### src/rtl/real_mul_arbiter_pkg.sv
// Shared types and widths for the multiplier arbiter and its floating-point multiplier.
// Latency: n/a (declarations only).
// Backpressure: n/a.
package real_mul_arbiter_pkg;

  // Arbiter FSM encoding
  typedef enum logic [1:0] {
    ST_IDLE = 2'd0,
    ST_BUSY = 2'd1,
    ST_RESP = 2'd2
  } state_t;

  localparam int OP_W  = 64;  // operand / result word width
  localparam int CNT_W = 16;  // completed-response counter width
  localparam int LAT_W = 4;   // settle counter width, covers MUL_LAT up to 15

endpackage

### src/rtl/real_mul_arbiter_real_mul.sv
// IEEE-754 multiplier: one double lane, or two packed single lanes (low lane in bits [31:0]).
// Latency: STAGES cycles (0 = combinational, 1 = registered output).
// Backpressure: none; operands must be held stable by the caller until the result is taken.
module real_mul
  import real_mul_arbiter_pkg::*;
#(
  parameter int IS_DOUBLE = 0,
  parameter int STAGES    = 1
) (
  input  logic            clk,
  input  logic            rst,
  input  logic [OP_W-1:0] op1,
  input  logic [OP_W-1:0] op2,
  output logic [OP_W-1:0] result
);

  localparam int EW    = (IS_DOUBLE != 0) ? 11 : 8;
  localparam int MW    = (IS_DOUBLE != 0) ? 52 : 23;
  localparam int FW    = 1 + EW + MW;
  localparam int LANES = OP_W / FW;
  localparam int BIAS  = (1 << (EW - 1)) - 1;
  localparam int EMAX  = (1 << EW) - 1;

  // Round-to-nearest-even multiply; subnormal inputs and results flush to zero.
  function automatic logic [FW-1:0] fmul(input logic [FW-1:0] a, input logic [FW-1:0] b);
    logic          sgn;
    logic [EW-1:0] ea, eb;
    logic [MW-1:0] ma, mb;
    logic [2*MW+1:0] prod, norm;
    logic [MW:0]   mr;
    logic          rnd;
    int            e;
    sgn  = a[FW-1] ^ b[FW-1];
    ea   = a[FW-2:MW];
    eb   = b[FW-2:MW];
    ma   = a[MW-1:0];
    mb   = b[MW-1:0];
    prod = {{(MW+1){1'b0}}, 1'b1, ma} * {{(MW+1){1'b0}}, 1'b1, mb};
    // Product of two [1,2) significands lies in [1,4): shift so the leading one is at the top.
    norm = prod[2*MW+1] ? prod : (prod << 1);
    e    = int'(ea) + int'(eb) - BIAS + (prod[2*MW+1] ? 1 : 0);
    rnd  = norm[MW] & ((|norm[MW-1:0]) | norm[MW+1]);
    mr   = {1'b0, norm[2*MW:MW+1]} + {{MW{1'b0}}, rnd};
    if (mr[MW]) e = e + 1;
    if (((&ea) && ma != '0) || ((&eb) && mb != '0) ||
        ((&ea) && eb == '0) || ((&eb) && ea == '0))
      fmul = {1'b0, {EW{1'b1}}, 1'b1, {(MW-1){1'b0}}};
    else if ((&ea) || (&eb))
      fmul = {sgn, {EW{1'b1}}, {MW{1'b0}}};
    else if (ea == '0 || eb == '0)
      fmul = {sgn, {(FW-1){1'b0}}};
    else if (e >= EMAX)
      fmul = {sgn, {EW{1'b1}}, {MW{1'b0}}};
    else if (e <= 0)
      fmul = {sgn, {(FW-1){1'b0}}};
    else
      fmul = {sgn, e[EW-1:0], mr[MW-1:0]};
  endfunction

  logic [OP_W-1:0] comb_res;

  // Evaluate every lane of the packed operands
  always_comb begin
    comb_res = '0;
    for (int l = 0; l < LANES; l++)
      comb_res[l*FW +: FW] = fmul(op1[l*FW +: FW], op2[l*FW +: FW]);
  end

  if (STAGES > 0) begin : g_reg
    // Register the product to break the long multiply path
    always_ff @(posedge clk or negedge rst) begin
      if (!rst) result <= '0;
      else      result <= comb_res;
    end
  end else begin : g_comb
    assign result = comb_res;
  end

endmodule

### src/rtl/real_mul_arbiter.sv
// Round-robin arbiter sharing one floating-point multiplier among N_REQ requesters.
// Latency: rsp_valid rises MUL_LAT cycles after the accept edge; one operation in flight.
// Backpressure: result held in RESP until rsp_ready; req_ready is low outside IDLE.
module real_mul_arbiter
  import real_mul_arbiter_pkg::*;
#(
  parameter  int N_REQ     = 4,
  parameter  int IS_DOUBLE = 0,
  parameter  int MUL_LAT   = 2,
  localparam int ID_W      = $clog2(N_REQ)
) (
  input  logic                  clk,
  input  logic                  rst,
  input  logic [N_REQ-1:0]      req_valid,
  output logic [N_REQ-1:0]      req_ready,
  input  logic [OP_W*N_REQ-1:0] req_op1,
  input  logic [OP_W*N_REQ-1:0] req_op2,
  output logic                  rsp_valid,
  input  logic                  rsp_ready,
  output logic [ID_W-1:0]       rsp_id,
  output logic [OP_W-1:0]       rsp_result,
  output logic                  busy,
  output logic [CNT_W-1:0]      ops_done
);

  state_t          state;
  logic [ID_W-1:0] rr_ptr;
  logic [ID_W-1:0] gnt_idx;
  logic [ID_W-1:0] idx;
  logic            gnt_any;
  logic [LAT_W-1:0] lat_cnt;
  logic [OP_W-1:0] op1_q;
  logic [OP_W-1:0] op2_q;
  logic [OP_W-1:0] mul_res;

  // Pick the first active requester at or after rr_ptr (lowest search offset wins)
  always_comb begin
    gnt_any = 1'b0;
    gnt_idx = '0;
    idx     = '0;
    for (int k = N_REQ - 1; k >= 0; k--) begin
      idx = ID_W'((int'(rr_ptr) + k) % N_REQ);
      if (req_valid[idx]) begin
        gnt_any = 1'b1;
        gnt_idx = idx;
      end
    end
  end

  // One-hot accept, only while idle and out of reset
  always_comb begin
    req_ready = '0;
    if (rst && state == ST_IDLE && gnt_any) req_ready[gnt_idx] = 1'b1;
  end

  assign busy = (state != ST_IDLE);

  // Arbitration, settle countdown and response hand-off
  always_ff @(posedge clk or negedge rst) begin
    if (!rst) begin
      state      <= ST_IDLE;
      rr_ptr     <= '0;
      lat_cnt    <= '0;
      op1_q      <= '0;
      op2_q      <= '0;
      rsp_id     <= '0;
      rsp_valid  <= 1'b0;
      rsp_result <= '0;
      ops_done   <= '0;
    end else begin
      case (state)
        ST_IDLE: begin
          if (gnt_any) begin
            op1_q   <= req_op1[gnt_idx*OP_W +: OP_W];
            op2_q   <= req_op2[gnt_idx*OP_W +: OP_W];
            rsp_id  <= gnt_idx;
            rr_ptr  <= (gnt_idx == ID_W'(N_REQ - 1)) ? '0 : gnt_idx + 1'b1;
            lat_cnt <= LAT_W'(MUL_LAT - 1);
            state   <= ST_BUSY;
          end
        end
        ST_BUSY: begin
          if (lat_cnt == '0) begin
            rsp_result <= mul_res;
            rsp_valid  <= 1'b1;
            state      <= ST_RESP;
          end else begin
            lat_cnt <= lat_cnt - 1'b1;
          end
        end
        ST_RESP: begin
          if (rsp_ready) begin
            rsp_valid <= 1'b0;
            ops_done  <= ops_done + 1'b1;
            state     <= ST_IDLE;
          end
        end
        default: state <= ST_IDLE;
      endcase
    end
  end

  // A registered multiplier stage fits whenever at least two settle cycles are allowed
  real_mul #(
    .IS_DOUBLE(IS_DOUBLE),
    .STAGES   ((MUL_LAT >= 2) ? 1 : 0)
  ) u_mul (
    .clk   (clk),
    .rst   (rst),
    .op1   (op1_q),
    .op2   (op2_q),
    .result(mul_res)
  );

endmodule

### config.mk
export PLATFORM = sky130hd
export DESIGN_NAME = real_mul_arbiter
export DESIGN_NICKNAME = d
export VERILOG_FILES = /design/src/rtl/real_mul_arbiter_pkg.sv /design/src/rtl/real_mul_arbiter_real_mul.sv /design/src/rtl/real_mul_arbiter.sv
export SDC_FILE = /design/constraint.sdc
export NUM_CORES = 2
export LEC_CHECK = 0
export CAP_MARGIN = 20
export CORE_MARGIN = 2
export CORE_UTILIZATION = 65
export CTS_BUF_LIST = sky130_fd_sc_hd__clkbuf_16
export CTS_CLUSTER_DIAMETER = 50
export DETAILED_ROUTE_END_ITERATION = 16
export GPL_TIMING_DRIVEN = 0
export PLACE_DENSITY = 0.9
export SKIP_CTS_REPAIR_TIMING = 1
export SYNTH_ARGS = -nofsm -noshare
export SYNTH_HDL_FRONTEND = slang
export SYNTH_SLANG_ARGS = --single-unit
### constraint.sdc
create_clock -name clk -period 25.3 [get_ports clk]
set_clock_uncertainty 0.1 [all_clocks]
set_input_delay 5.06 -clock clk [delete_from_list [all_inputs] [get_ports clk]]
set_output_delay 5.06 -clock clk [all_outputs]
set_load 0.01 [all_outputs]
==> results.py <==
metrics = {
    "outcome": {
        "outcome": "finished, violations left",
        "failed_checks": "max-capacitance violations, max-slew violations",
    },
    "yosys": {
        "synthFlopType": "sky130_fd_sc_hd__dfrtp_1",
        "yosys.area_share.simple": 0.218,
        "synth.yosys.seq_area_share": 0.124,
        "synth_most_common_cell": "sky130_fd_sc_hd__inv_1",
        "synth.area.mux_share": 0.0166,
        "synth_edf_count": 0,
        "synthesis.nets": 8743,
        "post_syn_instances": 6879,
        "syn-mean-instance-area_um2": 8.29,
        "dominant_combinational_cell_family_by_area_after_synthesis": "adder cells",
        "synthTopCellsByCount": "1155 x sky130_fd_sc_hd__inv_1, 1150 x sky130_fd_sc_hd__nand2_1, 966 x sky130_fd_sc_hd__fa_1, 497 x sky130_fd_sc_hd__nor2_1, 454 x sky130_fd_sc_hd__and2_1",
        "share_of_the_synthesized_area_in_the_top_cell_type": 0.339,
        "ys_warn_count": 0,
        "asyncSetResetFlopFracSynth": 1.00,
        "synth_compound_area_frac": 0.0882,
        "netlist_area_mm2": 0.0570,
        "ys_seq_elements": 283,
        "adder_cell_share_of_the_synthesized_area": 0.422,
        "largest_area_contributor_in_the_netlist": "sky130_fd_sc_hd__fa_1",
        "ys_top_cells_by_area": "sky130_fd_sc_hd__fa_1 34%, sky130_fd_sc_hd__dfrtp_1 12%, sky130_fd_sc_hd__ha_1 8.3%, sky130_fd_sc_hd__inv_1 7.6%, sky130_fd_sc_hd__nand2_1 7.6%",
        "post_synth_xor_area_fraction": 0.0286,
        "yosys.cell_types.count": 101,
    },
    "placement": {
        "place.gp.congestion": 1.11,
        "io_buffer_count": 606,
        "place_worst_setup_slack_ns": 10.85,
        "dp_hpwl_um": 197000,
    },
    "global_routing": {
        "gr-usage-all-layers": 0.545,
        "largest_net_degree_at_the_start_of_global_routing": 124,
        "total_global_routing_overflow": 0,
        "grt_first_pass_wirelength_um": 353000,
        "via_count_of_the_first_global_routing_pass": 56500,
        "initial_antenna_violation_count": 50,
    },
    "sta": {
        "relSlewSlack": -0.0836,
        "rsz0062_at_grt": "false",
        "finalHoldViolations": 0,
        "min_cycle_time_layout_ns": 15.16,
        "fin_crit_sh": 0.599,
        "finalSetupViolCount": 0,
        "slew_violations": 4,
        "timing.setup.tns_ns": 0,
        "timing.hold.ws_ns": 0.372,
        "tightestPinTransition_ns": 1.61,
        "clock.fmax_mhz": 66.0,
        "finalWorstSetupSlack_ns": 10.14,
    },
    "detailed_routing": {
        "postRouteWirelength_um": 243000,
        "drcViolationCount": 0,
        "first_pass_iters": 7,
        "dr_total_vias": 55800,
        "avgRoutedWirePerCell_um": 27.7,
        "detail_route.iter0.violations": 7569,
        "final_antenna_violating_net_count": 0,
        "routed_via_density": 6.36,
    },
    "setup_path": {
        "reg2reg_setup_slack_ns": 10.14,
        "worstPathRequired_ns": 25.63,
        "reg2reg_depth": 42,
        "cell_with_the_largest_stage_delay_on_the_worst_path": "sky130_fd_sc_hd__a2111oi_1",
        "critical_path.endpoint": "u_mul.result[6]$_DFF_PN0_",
        "worst_setup_path_end_kind": "flip-flop",
        "reg2reg_from": "op2_q[6]$_DFFE_PN0P_",
        "timing.critical_path.fanout_max": 10,
        "critical_path.reg2reg.endpoint": "u_mul.result[6]$_DFF_PN0_",
        "worst-endpoint-arrival_ns": 15.48,
        "crit_path_start": "op2_q[6]$_DFFE_PN0P_",
        "max_stage_delay_ns": 0.96,
        "critical_path.startpoint_type": "flip-flop",
        "critical_path_class": "reg2reg",
    },
    "cts": {
        "clk_root_buffer_cell": "sky130_fd_sc_hd__clkbuf_16",
        "cts_sinks": 283,
        "worstSkewPairLatency_ns": 0.64,
        "numCtsBuffers": 45,
        "clock_path_buffers": 3,
        "tritoncts": "built",
        "clock_tree.htree_level_count": 2,
        "cts.clk_slew.worst_paths_ns": 0.06,
    },
    "final_layout": {
        "layout_cells_sized_above_1": 0.0330,
        "finish.net_count": 9416,
        "areaGrowthSynthToFinish_pct": 16.6,
    },
    "die": {
        "initial_util": 0.656,
        "die_w_um": 300,
        "dieHeight_um": 300,
        "floorplan.io_pins": 607,
        "die_area_mm2": 0.0901,
        "placeable_core_area_mm2": 0.0869,
        "num_rows": 108,
    },
    "hold_path": {
        "hold-path-cell-count": 1,
        "hp-class": "reg2reg",
    },
    "flow_run": {
        "drv.max_cap_violation_count": 1,
    },
}
## cell families after synthesis
logic type,Yosys count
simple gates,2668
fa+ha+maj,1345
compound gates,774
buf+inv,1540
mux,86
flops,283
xor+xnor,183
## through the flow
step           cells  area (um^2)  utilization
3_5_place_dp    8651        64700        0.745
4_1_cts         8733        66300        0.763
3_3_place_gp    8640        64500        0.743
6_report        8782        66500        0.765
2_1_floorplan   6879        57000            -
5_1_grt         8752        66400        0.764
## worst max-delay path: cells and delay by family (launching register included)
kind            cells  cell delay, ns
compound gates      9            3.57
simple gates       10            2.57
buf+inv            12            3.13
fa+ha+maj          10            4.30
flops               1            0.82
xor+xnor            1            0.45
## layout make-up
cell class | instances | area [um^2]
Fill cell | 6358 | 20400
Clock inverter | 37 | 452
Inverter | 1165 | 4370
Multi-Input combinational cell | 5056 | 44100
Tap cell | 1155 | 1450
Antenna cell | 40 | 100
Timing Repair Buffer | 626 | 6350
Clock buffer | 45 | 1130
Buffer | 375 | 1450
Sequential cell | 283 | 7080
## state kept, by name, summed over array words and instances, names as in the netlist
signal and flops:
lat_cnt 4, rr_ptr 2, op1_q 64, ops_done 16
op2_q 64, u_mul.result 64, rsp_id 2, rsp_result 64
rsp_valid 1, state 2
## how the worst min path moves through the flow
| stage | start | endpoint |
|---|---|---|
| 4_1_cts | ops_done[15]$_DFFE_PN0P_ | ops_done[15]$_DFFE_PN0P_ |
| 3_5_place_dp | ops_done[15]$_DFFE_PN0P_ | ops_done[15]$_DFFE_PN0P_ |
| 6_report | ops_done[15]$_DFFE_PN0P_ | ops_done[15]$_DFFE_PN0P_ |
| 3_3_place_gp | ops_done[15]$_DFFE_PN0P_ | ops_done[15]$_DFFE_PN0P_ |
| 5_1_grt | ops_done[15]$_DFFE_PN0P_ | ops_done[15]$_DFFE_PN0P_ |
| 2_1_floorplan | u_mul.result[0]$_DFF_PN0_ | rsp_result[0]$_DFFE_PN0P_ |
## per-layer routing
metal  wire length [um]  global-route usage
met2              97700               0.760
met5                645              0.0577
met4              24300               0.434
met3              42500               0.300
met1              78100               0.609
## cells in the final DEF (no fill, tap or decap), types with 17 or more instances in the layout
| master | n |
|---|---|
| sky130_fd_sc_hd__clkdlybuf4s50_1 | 605 |
| sky130_fd_sc_hd__xor2_1 | 61 |
| sky130_fd_sc_hd__nor2_1 | 497 |
| sky130_fd_sc_hd__mux2_2 | 66 |
| sky130_fd_sc_hd__and2_1 | 454 |
| sky130_fd_sc_hd__inv_1 | 1160 |
| sky130_fd_sc_hd__nand3_1 | 249 |
| sky130_fd_sc_hd__clkbuf_1 | 335 |
| sky130_fd_sc_hd__fa_1 | 966 |
| sky130_fd_sc_hd__a21oi_1 | 161 |
| sky130_fd_sc_hd__nor3_1 | 60 |
| sky130_fd_sc_hd__a211oi_1 | 19 |
| sky130_fd_sc_hd__clkbuf_16 | 45 |
| sky130_fd_sc_hd__o21bai_1 | 18 |
| sky130_fd_sc_hd__nand2b_1 | 19 |
| sky130_fd_sc_hd__nor4_1 | 33 |
| sky130_fd_sc_hd__mux2i_1 | 19 |
| sky130_fd_sc_hd__and3_1 | 38 |
| sky130_fd_sc_hd__ha_1 | 379 |
| sky130_fd_sc_hd__buf_1 | 23 |
| sky130_fd_sc_hd__o211ai_1 | 22 |
| sky130_fd_sc_hd__a21o_1 | 49 |
| sky130_fd_sc_hd__nand2_1 | 1150 |
| sky130_fd_sc_hd__dfrtp_1 | 283 |
| sky130_fd_sc_hd__diode_2 | 40 |
| sky130_fd_sc_hd__or3_1 | 17 |
| sky130_fd_sc_hd__nand4_1 | 52 |
| sky130_fd_sc_hd__o21ai_0 | 313 |
| sky130_fd_sc_hd__o21a_1 | 20 |
| sky130_fd_sc_hd__xnor2_1 | 120 |
Power is left out: the tool's default activity adds up to more than one toggle a clock period on the data nets, which glitch-free logic cannot reach.
